--- config.mk ---
export PLATFORM = sky130hd
export DESIGN_NAME = ss_ctrl
export DESIGN_NICKNAME = d
export VERILOG_FILES = /design/src/rtl/ss_ctrl.sv
export SDC_FILE = /design/constraint.sdc
export NUM_CORES = 1
export LEC_CHECK = 0
export ABC_AREA = 1
export BUFFER_PORTS_ARGS = -buffer_cell sky130_fd_sc_hd__buf_2
export CAP_MARGIN = 20
export CORE_AREA = 5 5 201 203
export DETAILED_ROUTE_END_ITERATION = 8
export DIE_AREA = 0 0 206 208
export HOLD_SLACK_MARGIN = 0.03
export MAX_ROUTING_LAYER = met4
export PLACE_DENSITY = 0.84
export SLEW_MARGIN = 10
export SYNTH_ARGS = -nofsm -noshare
export SYNTH_HDL_FRONTEND = slang
export SYNTH_SLANG_ARGS = --single-unit
export TNS_END_PERCENT = 30
--- constraint.sdc ---
create_clock -name clk -period 2.99 [get_ports clk]
set_input_delay 0.4485 -clock clk [delete_from_list [all_inputs] [get_ports clk]]
set_output_delay 0.4485 -clock clk [all_outputs]
set_load 0.02 [all_outputs]
--- src/rtl/ss_ctrl.sv ---
// ss_ctrl: shadow-stack commit controller with a two-lane event queue and violation FSM.
// Optional feature: define SS_CTRL_UNDERFLOW_TRAP_EN to trap a ret seen on an empty stack.
module ss_ctrl #(
  parameter int DATA_W = 64,
  parameter int QDEPTH = 4
) (
  input  logic                clk,
  input  logic                rstn,
  input  logic [1:0]          evt_valid,
  input  logic [1:0]          evt_is_call,
  input  logic [2*DATA_W-1:0] evt_addr,
  output logic                evt_ready,
  output logic                ss_push,
  output logic                ss_pop,
  output logic [DATA_W-1:0]   ss_data,
  input  logic [DATA_W-1:0]   ss_top,
  input  logic                ss_empty,
  input  logic                ss_full,
  input  logic                ss_usable,
  output logic                o_violation,
  output logic [DATA_W-1:0]   o_viol_addr,
  output logic [DATA_W-1:0]   o_viol_exp,
  input  logic                clr_violation,
  output logic [7:0]          o_viol_cnt,
  output logic                o_busy
);

  localparam int AW = (QDEPTH > 1) ? $clog2(QDEPTH) : 1;

  typedef enum logic {RUN, VIOL} state_t;

  state_t state;

  logic              q_call [QDEPTH];
  logic [DATA_W-1:0] q_addr [QDEPTH];
  logic [AW-1:0]     wr_ptr;
  logic [AW-1:0]     rd_ptr;
  logic [AW:0]       count;
  logic [AW:0]       free_n;

  logic              enq0;
  logic              enq1;
  logic [1:0]        n_enq;
  logic              deq;
  logic              head_call;
  logic [DATA_W-1:0] head_addr;
  logic [DATA_W-1:0] addr0;
  logic [DATA_W-1:0] addr1;
  logic              mismatch;
  logic              underflow;
  logic              trap;

  // The full flag is informational only; the stack counts past its depth.
  logic              unused_full;
  assign unused_full = ss_full;

  assign addr0     = evt_addr[DATA_W-1:0];
  assign addr1     = evt_addr[2*DATA_W-1:DATA_W];
  assign free_n    = (AW+1)'(QDEPTH) - count;
  assign evt_ready = (state == RUN) && (free_n >= (AW+1)'(2));
  assign enq0      = evt_ready & evt_valid[0];
  assign enq1      = evt_ready & evt_valid[1];
  assign n_enq     = {1'b0, enq0} + {1'b0, enq1};
  assign head_call = q_call[rd_ptr];
  assign head_addr = q_addr[rd_ptr];
  assign deq       = rstn && (state == RUN) && (count != '0);
  assign trap      = mismatch | underflow;
  assign o_busy    = (count != '0) || (state != RUN);

  // Decode the head event into a stack command and detect a violation.
  always_comb begin
    ss_push   = 1'b0;
    ss_pop    = 1'b0;
    mismatch  = 1'b0;
    underflow = 1'b0;
    if (deq) begin
      if (head_call) begin
        ss_push = 1'b1;
      end else if (ss_empty) begin
`ifdef SS_CTRL_UNDERFLOW_TRAP_EN
        underflow = ss_usable;
`else
        underflow = 1'b0;
`endif
      end else if (!ss_usable) begin
        ss_pop = 1'b1;
      end else begin
        ss_pop   = 1'b1;
        mismatch = (ss_top != head_addr);
      end
    end
  end

  assign ss_data = ss_push ? head_addr : '0;

  // Event queue storage, pointers and net occupancy.
  always_ff @(posedge clk or negedge rstn) begin
    if (!rstn) begin
      for (int i = 0; i < QDEPTH; i++) begin
        q_call[i] <= 1'b0;
        q_addr[i] <= '0;
      end
      wr_ptr <= '0;
      rd_ptr <= '0;
      count  <= '0;
    end else begin
      if (enq0) begin
        q_call[wr_ptr] <= evt_is_call[0];
        q_addr[wr_ptr] <= addr0;
      end
      if (enq1) begin
        q_call[wr_ptr + AW'(enq0)] <= evt_is_call[1];
        q_addr[wr_ptr + AW'(enq0)] <= addr1;
      end
      wr_ptr <= wr_ptr + AW'(n_enq);
      rd_ptr <= rd_ptr + AW'(deq);
      count  <= count + (AW+1)'(n_enq) - (AW+1)'(deq);
    end
  end

  // RUN/VIOL state machine with the latched alarm details.
  always_ff @(posedge clk or negedge rstn) begin
    if (!rstn) begin
      state       <= RUN;
      o_violation <= 1'b0;
      o_viol_addr <= '0;
      o_viol_exp  <= '0;
      o_viol_cnt  <= '0;
    end else begin
      unique case (state)
        RUN: begin
          if (trap) begin
            state       <= VIOL;
            o_violation <= 1'b1;
            o_viol_addr <= head_addr;
            o_viol_exp  <= mismatch ? ss_top : '0;
            if (o_viol_cnt != 8'hff) begin
              o_viol_cnt <= o_viol_cnt + 8'd1;
            end
          end
        end
        VIOL: begin
          if (clr_violation) begin
            state       <= RUN;
            o_violation <= 1'b0;
          end
        end
        default: state <= RUN;
      endcase
    end
  end

endmodule

# After elaboration in Yosys (flattened, before gate mapping)
# Cells that the tools add are included.
# op_classes
n_bitwise	6
n_mul	0
mux	38
add_sub_neg	8
n_eq_ne	4
shift	0
n_lt_le_gt_ge	6
n_reduce_logical	10
div_mod_pow	0
# ops
operator	n
bitwise mux 256 bit	2
2-to-1 mux 256 bit	2
2-to-1 mux 64 bit	5
demux 64 bit (select 2 bit)	2
binary-select mux 64 bit (select 2 bit)	1
!= test 64 bit	1
2-to-1 mux 1 bit	17
>= comparator 3 bit (second input constant)	3
NOT 2 -> 3 bit	3
adder 8 x 1 -> 8 bit (second input constant)	1
bitwise mux 4 bit	2
2-to-1 mux 4 bit	2
!= test 8 bit (second input constant)	1
less-than comparator 3 x 1 -> 1 bit (second input constant)	2
logical AND 1 bit	5
adder 2 x 1 -> 2 bit	2
demux 1 bit (select 2 bit)	2
!= test 2 bit (second input constant)	2
one-hot mux 1 bit (2 select lines)	2
AND reduction 2 bit	2
adder 3 x 2 -> 3 bit	1
>= comparator 3 x 2 -> 1 bit (second input constant)	1
AND reduction 3 bit	1
nonzero test 3 bit	1
8 further kinds	9
# totals
wordCells	88
latch_bits	0
n_memories	0
mem_bits_rw	0
inputBits	202
out_inout_bits	205
mem_bits_ro	0
ff_bits	405

# Depth between registers and ports, before layout
# Gate-level depths: netlist of run 1.
# logic_depth
depth_word	12
depth_mapped	20
depth_no_buf	15

# Least setup slack after synthesis of run 1
# Ideal clock, no wire load.
# synth_path
kind	register to register
startpoint	reg count[0]
endpoint	reg q_addr[168] in the netlist's numbering
synth_period_minus_slack_ps	2759
required_time_ps	2870
t_arrival_ps	2640
n_path_buf	2
setup_time_ps	120
slack_ps	231
stages_incl_launch_ff	16
cell_sequence	dfrtp_1 -> inv_1 -> ha_1 -> ha_1 -> nand2_1 -> nand2_1 -> nor2_1 -> ha_1 -> xnor2_1 -> inv_1 -> nor3_1 -> clkbuf_1 -> buf_1 -> nand2_1 -> o21ai_0 -> inv_1
# synth_via
elab_chain_cells	12
word_cells_on_any_way	15
classes_between	add/sub (2); order compare (3); mux (5); bitwise (3); reduce/logical (2)
# synth_lines
element	line	text
start, declared	38	logic [AW:0] count;
start signal, assigned	117	count <= count + (AW+1)'(n_enq) - (AW+1)'(deq);
subtractor 3 bit *	59	assign free_n = (AW+1)'(QDEPTH) - count;
>= comparator 3 x 2 -> 1 bit *	60	assign evt_ready = (state == RUN) && (free_n >= (AW+1)'(2));
logical AND 1 bit *	60	
AND 1 bit	61	assign enq0 = evt_ready & evt_valid[0];
adder 2 x 1 -> 2 bit	113	q_addr[wr_ptr + AW'(enq0)] <= addr1;
NOT 2 -> 3 bit (implied by the code)	113	
>= comparator 3 bit (implied by the code) or less-than comparator 3 x 1 -> 1 bit (tied branches)	113	
logical AND 1 bit (implied by the code)	113	
2-to-1 mux 64 bit (implied by the code)	113	
demux 64 bit (select 2 bit)	113	
bitwise mux 256 bit	113	
2-to-1 mux 256 bit *	111	if (enq1) begin
end signal, assigned by index	109	q_addr[wr_ptr] <= addr0;
end signal, assigned by index	113	
end, declared	35	logic [DATA_W-1:0] q_addr [QDEPTH];
# Mark *: on every way between the ends. The rest lies on a longest branch, timed or not.
# A chain may end at the register's enable or synchronous reset.

# Worst setup path after layout of run 1
# layout_path
startpoint	reg rd_ptr[0]
endpoint	out ss_data[17]
# layout_via
elab_chain_cells	7
word_cells_on_any_way	10
classes_between	mux (9); bitwise (1)
# layout_lines
element	line	text
start, declared	37	logic [AW-1:0] rd_ptr;
start signal, assigned	116	rd_ptr <= rd_ptr + AW'(deq);
NOT 2 -> 3 bit (implied by the code) *	64, 65	
binary-select mux 1 bit (select 2 bit)	64	assign head_call = q_call[rd_ptr];
2-to-1 mux 1 bit (implied by the code) (2 in a row)	64	
2-to-1 mux 1 bit	77	if (head_call) begin
2-to-1 mux 1 bit	76	if (deq) begin
2-to-1 mux 64 bit *	94	assign ss_data = ss_push ? head_addr : '0;
end, declared	15	output logic [DATA_W-1:0] ss_data,
# Mark *: on every way between the ends. The rest lies on a longest branch, timed or not. The select of a mux whose other input is x is not followed.

==> results.sh, run 1 <==
export IMPL_clk_path_buf_depth=3
export IMPL_start_util=0.5526
export IMPL_synth_seq_area_share=0.4790
export IMPL_p_int_mw=18.39
export IMPL_clk_pin_slew_ns=0.06
export IMPL_swShare=0.4617
export IMPL_holdPathEnd="state"
export IMPL_syn_nets=3042
export IMPL_io_pins=407
export IMPL_comb_power_share=0.543
export IMPL_startpoint_type="flip-flop"
export IMPL_cts_sinks=405
export IMPL_tightest_slew_ns=1.021
export IMPL_netlist_instances=2828
export IMPL_dr_first_iter_drc_count=2349
export IMPL_min_path_type="primary input to flip-flop"
export IMPL_synth_edf_count=0
export IMPL_p_leak_nw=13.73
export IMPL_fmax_ghz=0.3373
export IMPL_syn_area_um2=21160
export IMPL_grt_max_degree=175
export IMPL_final_cell_area_um2=26240
export IMPL_chipHeight_um=208
export IMPL_cts_made_buffers=44
export IMPL_crit_type="flip-flop to output port"
export IMPL_critPathTopFamily="buffers and inverters"
export IMPL_hold_path_depth=2
export IMPL_grt_use_total=0.3138
export IMPL_pwr_density_cell_nw_per_um2=1303
export IMPL_synth_most_common_cell="nand2_1"
export IMPL_hpwl_um=44680
export IMPL_relSlewSlack=0.3193
export IMPL_place_area_um2=24070
export IMPL_syn_to_final_growth_pct=24.00
export IMPL_place_gp_congestion=0.8912
export IMPL_vias=21670
export IMPL_fin_cells=3748
export IMPL_crit_path_end_kind="output port"
export IMPL_drive_gt1_frac=0.1984
export IMPL_p_total_mw=34.17
export IMPL_required_ns=2.54
export IMPL_ir_drop_uv=1022
export IMPL_cts_root_buf="clkbuf_16"
export IMPL_skew_ns=0.01943
export IMPL_htree_levels=2
export IMPL_yosys_area_top_type_share=0.4790
export IMPL_crit_slowest_cell="dfrtp_4"
export IMPL_postRouteAntennaNets=0
export IMPL_post_route_drc_count=0
export IMPL_wirelength_um=68970
export IMPL_power_frac_seq=0.291
export IMPL_num_nets_final=3404
export IMPL_outcome="finished clean"
export IMPL_critPathBufInv=5
export IMPL_finalCritPeriodShare=0.9916
export IMPL_async_flop_share=1.000
export IMPL_drt_vias_per_instance=5.781
export IMPL_clk_latency_ns=0.57
export IMPL_finalSetupViolations=0
export IMPL_synth_top_flop_cell="dfrtp_1"
export IMPL_hp_start="clr_violation"
export IMPL_worstReg2RegEnd="o_viol_exp[34]"
export IMPL_period_needed_ns=2.965
export IMPL_rows=72
export IMPL_multi_input_area_um2=9376
export IMPL_grt_pass1_wl_um=107300
export IMPL_fillers=2962
export IMPL_synth_largest_area_cell="dfrtp_1"
export IMPL_max_stage_delay_ns=0.56
export IMPL_die_w_um=206
export IMPL_rrSetupSlack_ns=0.06
export IMPL_antenna_found_initial=8
export IMPL_die_area_um2=42850
export IMPL_holdWs_ns=0.09714
export IMPL_crit_fanout=26
export IMPL_synth_common_cells="nand2_1 (753), dfrtp_1 (405), nor2_1 (305)"
export IMPL_portBuffers=405
export IMPL_place_inst=3644
export IMPL_setup_ws_ns=0.02499
export IMPL_clockPowerShare=0.166
export IMPL_maxSlewViolCount=0
export IMPL_synth_distinct_cells=24
export IMPL_rsz0062_at_grt="yes"
export IMPL_gr_total_overflow=0
export IMPL_path_depth=9
export IMPL_hold_violations=0
export IMPL_syn_avg_cell_area_um2=7.482
export IMPL_regArea_um2=10140
export IMPL_crit_arrival_ns=2.52
export IMPL_reg2regPathDepth=18
export IMPL_reg2reg_from="rd_ptr[0]"
export IMPL_pre_cts_slack_ns=-0.08241
export IMPL_path_cells="clkinv_8, buf_12, nand2_1, a32o_2, nor2_2, inv_2, buf_6, nor2_1, buf_4"
export IMPL_cap_viol_max_count=0
export IMPL_cts_tree="done"
export IMPL_wl_per_cell_um=18.40
export IMPL_p_sw_mw=15.78
export IMPL_synth_area_top_cells="dfrtp_1 (48%), nand2_1 (13%), a211oi_1 (6.9%)"
export IMPL_core_area_um2=38290
export IMPL_yosysWarnings=0
export IMPL_drt_pass1_iterations=6
export IMPL_synth_seq_cells=405
export IMPL_first_global_vias=21260
==> repair_timing <==
item,CTS,global route
gates resized for setup,17,87
hold endpoints to repair,12,0
buffers inserted,0,10
cloned,1,6
setup endpoints to repair,192,373
pin swaps,1,11
hold buffers,1,0
==> layout make-up <==
| type | instances | area share |
|---|---|---|
| sequential | 405 | 0.3865 |
| tap | 518 | 0.02470 |
| clock inverter | 14 | 0.007774 |
| multi-input combinational | 1950 | 0.3574 |
| clock buffer | 63 | 0.04931 |
| antenna | 9 | 0.0008584 |
| inverter | 282 | 0.04082 |
| timing repair buffer | 507 | 0.1326 |
==> cells in the final DEF (no fill, tap or decap), types with 16 or more instances in the layout <==
master,instances
nand2_1,735
dfrtp_1,403
buf_2,381
nor2_1,281
inv_1,279
o21ai_0,207
a21oi_1,198
a211oi_1,195
nand3_1,191
buf_4,72
clkbuf_16,51
o21ai_1,50
buf_12,35
nor2_2,17
nand2_2,16
==> flip-flops by register name (all words and copies together), names as in the netlist <==
register and count:
q_call 4, rd_ptr 2, count 3, o_viol_exp 64, q_addr 256, wr_ptr 2
o_viol_cnt 8, o_violation 1, state 1, o_viol_addr 64
==> power by group through the flow <==
| stage | logic (mW) | registers (mW) | clock network (mW) |
|---|---|---|---|
| 2_1_floorplan | 10.9 | 10.5 | 0 |
| 3_3_place_gp | 16.7 | 9.74 | 0 |
| 3_5_place_dp | 17.4 | 9.90 | 0 |
| 4_1_cts | 17.7 | 9.86 | 5.73 |
| 5_1_grt | 20.4 | 10.2 | 5.97 |
| 6_report | 18.6 | 9.95 | 5.67 |
==> worst max-delay path by stage <==
stage / from / endpoint / slack [ns]
final: rd_ptr[0] / ss_data[17] / 0.02
after global routing: rd_ptr[0] / o_viol_exp[34] / -0.09
after CTS: rd_ptr[0] / o_viol_exp[31] / 0.0007
after detailed placement: rd_ptr[0] / o_viol_exp[31] / -0.08
after global placement: rd_ptr[0] / o_viol_exp[32] / -0.04
after floorplan: count[0] / q_addr[168] / 0.23
==> per-stage QoR <==
step	util	setup TNS, ns
3_3_place_gp	0.6288	-1.157
2_1_floorplan	-	0
6_report	0.6852	0
3_5_place_dp	0.6288	-2.532
5_1_grt	0.6852	-3.335
4_1_cts	0.6706	0
==> routing by layer <==
layer	wire length, um	up-vias	GRT usage
met3	5821	195	0.04095
met5	0	-	-
met2	33750	1177	0.5084
met1	26700	10350	0.3969
met4	2700	0	0.1368
li1	-	9945	-
==> cell families (layout without fill, tap and decap cells) <==
| family | after synthesis | count (layout) | share of synthesized area |
|---|---|---|---|
| xor gates and xnor gates | 14 | 14 | 0.005796 |
| buffers and inverters | 473 | 866 | 0.09095 |
| and+or+nand+nor | 1273 | 1273 | 0.2395 |
| AOI/OAI and AO/OA | 651 | 651 | 0.1773 |
| other | 0 | 9 | 0 |
| DFF | 405 | 405 | 0.4790 |
| adders and majority gates | 12 | 12 | 0.007451 |
Note: power is estimated with default switching activity, not from simulation.
==> run 2, diff against run 1 <==
==> constraint.sdc (replaced) <==
create_clock -name clk -period 2.99 [get_ports clk]
set_input_delay 0.598 -clock clk [delete_from_list [all_inputs] [get_ports clk]]
set_output_delay 0.598 -clock clk [all_outputs]
set_load 0.02 [all_outputs]
==> run 2 against run 1 <==
Effect of this change: the flow now finishes with violations (setup timing); via count up 2.2%; die area unchanged; clock skew up 0.0022 ns.
==> results.sh, run 2 (synthesis results as in run 1) <==
export IMPL_outcome="complete, but fails checks"
export IMPL_violations="setup timing"
export IMPL_grt_pass1_wl_um=111800
export IMPL_setup_ws_ns=-0.07529
export IMPL_fillers=2904
export IMPL_wl_per_cell_um=19.60
export IMPL_max_stage_delay_ns=0.36
export IMPL_cts_tree="done"
export IMPL_postRouteAntennaNets=0
export IMPL_cap_viol_max_count=0
export IMPL_rows=72
export IMPL_post_route_drc_count=0
export IMPL_fin_setup_tns_ns=-0.5718
export IMPL_final_common_cell="nand2_1"
export IMPL_relSlewSlack=0.4300
export IMPL_num_nets_final=3416
export IMPL_gr_total_overflow=0
export IMPL_min_path_type="primary input to asynchronous set/reset pin"
export IMPL_io_pins=407
export IMPL_maxSlewViolCount=0
export IMPL_vias=22150
export IMPL_crit_slowest_cell="dfrtp_1"
export IMPL_htree_levels=2
export IMPL_portBuffers=405
export IMPL_drive_gt1_frac=0.2035
export IMPL_required_ns=2.39
export IMPL_mostFrequentLayoutCells="nand2_1 (742), dfrtp_1 (403), buf_2 (345)"
export IMPL_crit_fanout=9
export IMPL_regArea_um2=10140
export IMPL_chipHeight_um=208
export IMPL_holdWs_ns=0.1597
export IMPL_path_cells="inv_1, ha_2, ha_4, nor3_4, inv_2, nor2_4, buf_12, inv_12, buf_4, nor2_1, buf_4"
export IMPL_skew_ns=0.02166
export IMPL_crit_arrival_ns=2.47
export IMPL_cts_hold_buf=0
export IMPL_clk_path_buf_depth=3
export IMPL_rsz0062_at_grt="yes"
export IMPL_clk_pin_slew_ns=0.06
export IMPL_crit_top_cell="buf_4"
export IMPL_tightest_slew_ns=0.8550
export IMPL_drt_vias_per_instance=5.893
export IMPL_drt_pass1_iterations=8
export IMPL_antenna_found_initial=11
export IMPL_period_needed_ns=3.065
export IMPL_cts_made_buffers=45
export IMPL_clk_latency_ns=0.58
export IMPL_die_w_um=206
export IMPL_crit_path_end_kind="output port"
export IMPL_pwr_density_cell_nw_per_um2=1312
export IMPL_critPathBufInv=6
export IMPL_largest_registers="q_addr x256, o_viol_addr x64, o_viol_exp x64"
export IMPL_p_leak_nw=13.82
export IMPL_startpoint_type="flip-flop"
export IMPL_place_gp_congestion=0.8826
export IMPL_crit_type="flip-flop to output port"
export IMPL_place_area_um2=24050
export IMPL_core_area_um2=38290
export IMPL_regMostFlops="q_addr"
export IMPL_p_total_mw=34.85
export IMPL_final_cell_area_um2=26570
export IMPL_ir_drop_uv=878.0
export IMPL_grt_max_degree=201
export IMPL_finalSetupViolations=31
export IMPL_cts_root_buf="clkbuf_16"
export IMPL_critPathTopFamily="buffers and inverters"
export IMPL_start_util=0.5526
export IMPL_hpwl_um=45060
export IMPL_cts_sinks=405
export IMPL_grt_use_total=0.3286
export IMPL_finalCritPeriodShare=1.025
export IMPL_die_area_um2=42850
export IMPL_dr_first_iter_drc_count=2726
export IMPL_multi_input_area_um2=9394
export IMPL_first_global_vias=21940
export IMPL_largest_reg_flops=256
export IMPL_wirelength_um=73660
export IMPL_fmax_ghz=0.3262
export IMPL_hold_violations=0
export IMPL_syn_to_final_growth_pct=25.56
## run 2: cell count changes in the layout (fill, tap and decap cells not counted), sizes merged, moves of 3 or more
cell    previous run  this run
buf              500       504
bufinv             5         2
clkbuf            69        75
diode              9        12
inv              282       285
## run 2: worst paths after layout
kind	start	to	slack, ns	cells past startpoint
setup reg to reg	rd_ptr[0]	o_viol_addr[49]	0.09	17
max in group asynchronous	rstn	o_viol_exp[62]	1.17	4
min in group clk	clr_violation	state	0.25	2
hold reg to reg	o_viol_exp[58]	o_viol_exp[58]	0.47	2
setup / recovery	count[1]	ss_data[47]	-0.08	11
hold / removal	rstn	q_addr[201]	0.16	2
## run 2: routing by layer
| layer | track usage | share of wire |
|---|---|---|
| met2 | 0.5254 | 0.48 |
| met3 | 0.05466 | 0.10 |
| met4 | 0.1535 | 0.045 |
| met5 | - | 0 |
| met1 | 0.4093 | 0.37 |
## run 2: area by class of cell
cell class | instances | area share
antenna | 12 | 0.001130
sequential | 405 | 0.3817
inverter | 282 | 0.04060
tap | 518 | 0.02440
multi-input combinational | 1950 | 0.3536
clock inverter | 9 | 0.003815
clock buffer | 65 | 0.04898
timing repair buffer | 516 | 0.1450
timing repair inverter | 2 | 0.0007536
## run 2: power breakdown
part | leakage (nW) | internal [mW] | switching (mW)
sequential | 4.87 | 8.35 | 1.59
clock | 0.691 | 3.17 | 2.24
combinational | 8.26 | 7.01 | 12.5
## run 2: what timing repair did
action,in CTS,in global routing
buffers inserted,11,7
setup endpoints to repair,64,256
gates cloned,5,12
gates resized for setup,61,107
pin swaps,2,11
## run 2: metrics by stage
stage / util / setup slack, ns / std cells
6_report: 0.6939 / -0.07529 / 3759
5_1_grt: 0.6938 / -0.1267 / 3758
2_1_floorplan: - / 0.2286 / 2828
4_1_cts: 0.6752 / -0.03283 / 3727
3_5_place_dp: 0.6280 / 0.08049 / 3637
3_3_place_gp: 0.6280 / 0.1414 / 3637
